===== src/rtl/timer_periph.sv =====
// timer_periph: memory-mapped timer / board-IO responder on the MEM-stage bus.
// Holds a 32-bit auto-reload counter (TH/TL/TCON), LED and 7-segment output
// registers, and a read-only view of the board switches. Loads are answered
// combinationally in the same cycle; stores commit on the rising clock edge.
//
// Bus handshake: there is no valid/ready pair. The pipeline asserts rd and/or
// wr for exactly the cycle it owns the access; the responder never stalls.
// rdata is valid whenever rd=1 in that cycle, and a write is taken on the edge
// that closes a cycle with wr=1. rd and wr may be high together; the read then
// returns the value held before the write lands.

module timer_periph #(
    parameter logic [31:0] TIMER_BASE = 32'h4000_0000
) (
    input  logic        clk,
    input  logic        reset,
    input  logic        rd,
    input  logic        wr,
    input  logic [31:0] addr,
    input  logic [31:0] wdata,
    output logic [31:0] rdata,
    input  logic        supervisor,
    input  logic [7:0]  switch,
    output logic [7:0]  led,
    output logic [11:0] digi,
    output logic        irq
);

    // Register offsets inside the window.
    localparam logic [31:0] OFF_TH     = 32'h0000_0000;
    localparam logic [31:0] OFF_TL     = 32'h0000_0004;
    localparam logic [31:0] OFF_TCON   = 32'h0000_0008;
    localparam logic [31:0] OFF_LED    = 32'h0000_000C;
    localparam logic [31:0] OFF_SWITCH = 32'h0000_0010;
    localparam logic [31:0] OFF_DIGI   = 32'h0000_0014;

    // Absolute addresses; decode is an exact 32-bit match, no aliasing.
    localparam logic [31:0] ADDR_TH     = TIMER_BASE + OFF_TH;
    localparam logic [31:0] ADDR_TL     = TIMER_BASE + OFF_TL;
    localparam logic [31:0] ADDR_TCON   = TIMER_BASE + OFF_TCON;
    localparam logic [31:0] ADDR_LED    = TIMER_BASE + OFF_LED;
    localparam logic [31:0] ADDR_SWITCH = TIMER_BASE + OFF_SWITCH;
    localparam logic [31:0] ADDR_DIGI   = TIMER_BASE + OFF_DIGI;

    // TCON bit positions.
    localparam int TCON_EN  = 0;
    localparam int TCON_IE  = 1;
    localparam int TCON_STS = 2;

    // Architectural registers.
    logic [31:0] r_th;
    logic [31:0] r_tl;
    logic [2:0]  r_tcon;
    logic [7:0]  r_led;
    logic [11:0] r_digi;

    // Address decode.
    logic w_sel_th;
    logic w_sel_tl;
    logic w_sel_tcon;
    logic w_sel_led;
    logic w_sel_switch;
    logic w_sel_digi;

    // Qualified write strobes (SWITCH is read-only, so it has none).
    logic w_wr_th;
    logic w_wr_tl;
    logic w_wr_tcon;
    logic w_wr_led;
    logic w_wr_digi;

    // Counter events.
    logic w_tl_max;
    logic w_overflow;
    logic w_status_set;
    logic [31:0] w_tl_inc;

    assign w_sel_th     = (addr == ADDR_TH);
    assign w_sel_tl     = (addr == ADDR_TL);
    assign w_sel_tcon   = (addr == ADDR_TCON);
    assign w_sel_led    = (addr == ADDR_LED);
    assign w_sel_switch = (addr == ADDR_SWITCH);
    assign w_sel_digi   = (addr == ADDR_DIGI);

    assign w_wr_th   = wr & w_sel_th;
    assign w_wr_tl   = wr & w_sel_tl;
    assign w_wr_tcon = wr & w_sel_tcon;
    assign w_wr_led  = wr & w_sel_led;
    assign w_wr_digi = wr & w_sel_digi;

    // An overflow is a counting cycle with TL at all-ones. It is defined
    // independently of any CPU write to TL, so the status bit still latches
    // when software happens to store to TL on that same edge.
    assign w_tl_max     = (r_tl == 32'hFFFF_FFFF);
    assign w_overflow   = r_tcon[TCON_EN] & w_tl_max;
    assign w_status_set = w_overflow & r_tcon[TCON_IE];
    assign w_tl_inc     = r_tl + 32'd1;

    // TH: reload value, changed only by software. A write in an overflow
    // cycle is not seen by that cycle's reload, which samples the old r_th.
    always_ff @(posedge clk) begin
        if (!reset) begin
            r_th <= 32'h0000_0000;
        end else if (w_wr_th) begin
            r_th <= wdata;
        end
    end

    // TL: software write wins; otherwise count up when enabled and reload
    // from TH on the edge after reaching all-ones.
    always_ff @(posedge clk) begin
        if (!reset) begin
            r_tl <= 32'h0000_0000;
        end else if (w_wr_tl) begin
            r_tl <= wdata;
        end else if (r_tcon[TCON_EN]) begin
            if (w_tl_max) begin
                r_tl <= r_th;
            end else begin
                r_tl <= w_tl_inc;
            end
        end
    end

    // TCON: software write replaces all three bits (clearing a pending status
    // and dropping a same-edge overflow); otherwise the status bit is sticky.
    always_ff @(posedge clk) begin
        if (!reset) begin
            r_tcon <= 3'b000;
        end else if (w_wr_tcon) begin
            r_tcon <= wdata[2:0];
        end else if (w_status_set) begin
            r_tcon[TCON_STS] <= 1'b1;
        end
    end

    // LED output register; only the low byte of the store is kept.
    always_ff @(posedge clk) begin
        if (!reset) begin
            r_led <= 8'h00;
        end else if (w_wr_led) begin
            r_led <= wdata[7:0];
        end
    end

    // 7-segment output register: [11:8] digit select, [7:0] segments.
    always_ff @(posedge clk) begin
        if (!reset) begin
            r_digi <= 12'h000;
        end else if (w_wr_digi) begin
            r_digi <= wdata[11:0];
        end
    end

    // Combinational load data: zero unless a mapped register is being read.
    always_comb begin
        rdata = 32'h0000_0000;
        if (rd) begin
            if (w_sel_th) begin
                rdata = r_th;
            end else if (w_sel_tl) begin
                rdata = r_tl;
            end else if (w_sel_tcon) begin
                rdata = {29'b0, r_tcon};
            end else if (w_sel_led) begin
                rdata = {24'b0, r_led};
            end else if (w_sel_switch) begin
                rdata = {24'b0, switch};
            end else if (w_sel_digi) begin
                rdata = {20'b0, r_digi};
            end
        end
    end

    assign led  = r_led;
    assign digi = r_digi;

    // The interrupt is masked while the MEM-stage instruction runs in kernel
    // mode, so a handler is not re-entered before it clears the status bit.
    assign irq = r_tcon[TCON_IE] & r_tcon[TCON_STS] & ~supervisor;

endmodule


===== config.mk =====
export PLATFORM = sky130hd
export DESIGN_NAME = timer_periph
export DESIGN_NICKNAME = d
export VERILOG_FILES = /design/src/rtl/timer_periph.sv
export SDC_FILE = /design/constraint.sdc
export NUM_CORES = 1
export LEC_CHECK = 0
export CORE_UTILIZATION = 40
export CTS_CLUSTER_DIAMETER = 30
export DETAILED_ROUTE_END_ITERATION = 10
export PLACE_DENSITY = 0.7
export SYNTH_ARGS = -nofsm -noshare
export SYNTH_HDL_FRONTEND = slang
export SYNTH_SLANG_ARGS = --single-unit

===== constraint.sdc =====
create_clock -name clk -period 2.1 [get_ports clk]
set_input_delay 0.21 -clock clk [delete_from_list [all_inputs] [get_ports clk]]
set_output_delay 0.21 -clock clk [all_outputs]
set_load 0.02 [all_outputs]

==> results of run 1 <==
-- layer usage --
| metal | up-vias | part of all wire (%) | GRT usage (%) |
|---|---|---|---|
| li1 | 2853 | - | - |
| met1 | 3079 | 39 | 38.1 |
| met2 | 392 | 48 | 52.5 |
| met3 | 102 | 8.2 | 6.75 |
| met4 | 0 | 4.8 | 19.0 |
| met5 | - | 0 | 0 |
-- report_power, final --
group | internal [W] | switching (W)
logic | 0.000186 | 0.000158
registers | 0.00165 | 0.000000000000309
clock network | 0.000786 | 0.000658
total | 0.00262 | 0.000816
-- through the flow --
step,TNS [ns],utilization [%]
6_report,-9.07,70.3
5_1_grt,-11.74,70.3
4_1_cts,-7.22,67.6
3_5_place_dp,-60.57,61.1
3_3_place_gp,-54.44,61.1
2_1_floorplan,-0.895,-
-- how the worst max path moves through the flow --
stage,startpoint,to,slack [ns],depth (start not counted)
global route,addr[13],rdata[28],-0.48,12
finish,addr[13],rdata[27],-0.41,12
global placement,addr[17],rdata[12],-1.01,9
CTS,addr[26],rdata[29],-0.32,11
floorplan,r_tl[29],r_tl[13],-0.06,9
detailed placement,addr[17],rdata[29],-1.08,9
-- critical path: stages --
cell	delay (ns)
buf_6	0.10
nor4_4	0.35
nand3_2	0.14
buf_6	0.15
nor4_4	0.26
nand2_2	0.15
buf_6	0.15
nor3b_4	0.23
buf_6	0.16
clkbuf_16	0.16
a22o_4	0.14
buf_6	0.10
-- repair_timing --
action	CTS	global route
buffers inserted	34	14
endpoints found under the setup margin	71	75
resized for setup	327	86
endpoints found under the hold margin	0	0
cloned	7	3
pin swaps	28	31
-- cells in the final DEF, fill, tap and decap left out, types with 9 or more instances in the layout --
| cell | count |
|---|---|
| buf_4 | 110 |
| nand2_1 | 101 |
| dfxtp_1 | 81 |
| clkdlybuf4s50_1 | 68 |
| a21oi_1 | 48 |
| buf_6 | 45 |
| mux2i_1 | 41 |
| nor2_1 | 37 |
| nand3_1 | 30 |
| a22o_4 | 20 |
| o21ai_0 | 15 |
| nand4_1 | 12 |
| nand2b_1 | 12 |
| clkbuf_16 | 12 |
| buf_12 | 12 |
| o21ai_2 | 10 |
| buf_2 | 10 |
| o211ai_1 | 9 |
-- sequential cells by signal (all words and copies together) (netlist names) --
name	flops
r_tcon	3
r_tl	32
digi	12
r_th	32
led	8
-- cell families after synthesis --
group | after synthesis | synth area share [%]
compound gates | 169 | 21.6
simple gates | 275 | 27.1
mux | 45 | 9.65
xor+xnor | 15 | 2.57
buf+inv | 52 | 4.75
flops | 87 | 34.1
fa+ha+maj | 1 | 0.245
-- cell type report --
class / count / area, sq um
clock buffers: 12 / 236
clock inverters: 2 / 10.0
fillers: 941 / 3620
inverters: 3 / 11.3
multi-input cells: 505 / 3720
flip-flops and latches: 87 / 1750
well taps: 168 / 210
repair buffers: 268 / 2660
==> results.cfg, run 1 <==
[sta]
timing_hold_violations_final = 0
fin_ws_ns = -0.411
grt_setup_unrepaired = yes
finalClockSkew_ns = 0.00620
slew_viol_final = 0
post-route-period-util_pct = 120
worstMarginPinSlew_ns = 0.466
fmax_mhz = 398
fin_crit_ns = 2.51
whs_ns = 0.454
relSlewSlack_pct = 68.8
setup_viol = 34

[clock_network]
cts_buffer_depth = 2
htree_levels = 3
cts-root-buf = clkbuf_16
numCtsBuffers = 9
worstSkewPairLatency_ns = 0.35
clk_pin_slew_ns = 0.06
clock_sinks = 87
cts_tree = done
holdBufCountCts = 0

[drt]
drc = 0
drt_pass1_iterations = 6
routed_wl_um = 21900
vias = 6426
drt_iter0_drc = 786
ant_nets = 0
viasPerCell = 6.15
drt-wirelength-per-cell_um = 20.9

[floorplanning]
io_pins = 130
start_util_pct = 41.8
die_area_sq_um = 13200
coreArea_sq_um = 12200
dieWidth_um = 115
die_y_um = 115
rows = 40

[global_route]
antenna_found_initial = 0
grt_pass1_wl_um = 32000
grt_usage_pct = 31.8
grt_max_degree = 49
grt_pass1_vias = 6162
gr-total-overflow = 0

[setup_path]
critPathLaunchType = primary input
r2r_cells = 6
path_max_fanout = 5
crit_type = primary input to primary output
rrSetupSlack_ns = -0.06
rr_endpoint = r_tl[0]
critPathArrivalTime_ns = 2.30
critical_path.endpoint_type = primary output
regToRegStartpoint = r_tl[31]
critPathRequiredTime_ns = 1.89

[place]
port_buffers = 129
hpwl_um = 13100
post-place-cells = 988
pre_cts_slack_ns = -1.08
place_area_sq_um = 7460
routabilityCongestion = 0.922

[logic_synthesis]
syn-num-nets = 722
synthTopCellsByArea = dfxtp_1 34%, mux2i_1 8.0%, nand2_1 7.6%
yosysMostFrequentCell = nand2_1
syn_inst = 644
synth_common_cells = 104 x nand2_1, 87 x dfxtp_1, 51 x a21oi_1
synth_edf_count = 0
synth.avg_cell_area_sq_um = 7.93
synth_largest_area_cell = dfxtp_1
synth_top_area_share_pct = 34.1
synth-async-reset-ratio_pct = 0
synth_ff_type = dfxtp_1
synth-seq-cells = 87
ys_seq_area_share_pct = 34.1
yosys_warnings = 0
ys_types = 58
syn_area_sq_um = 5110

[min_path]
hp-class = primary input to register
hold_path.startpoint = wdata[18]
hold_end = r_th[18]
min_path_cells = 3

[finish]
design_area_sq_um = 8590
fin_nets = 952
drive_gt1_share_pct = 35.2
diodes = 0
syn_to_final_growth_pct = 68.2
fin_cells = 1045

[power]
finalPower_w = 0.00344
leakage_nw = 3.36
power.density_nw_per_um2 = 400
ir_drop_mv = 0.319

[run]
maxCapViolations = 0

[status]
violations = setup timing
outcome = finished with violations
Note: power is estimated with default switching activity, not from simulation.
==> inputs of run 2 (changes only) <==
--- a/config.mk
+++ b/config.mk
@@ -8,6 +8,7 @@
 export CORE_UTILIZATION = 40
 export CTS_CLUSTER_DIAMETER = 30
 export DETAILED_ROUTE_END_ITERATION = 10
+export GPL_TIMING_DRIVEN = 1
 export PLACE_DENSITY = 0.7
 export SYNTH_ARGS = -nofsm -noshare
 export SYNTH_HDL_FRONTEND = slang
==> results of run 2 <==
Final layout, timing and power as in run 1 (identical DEF).
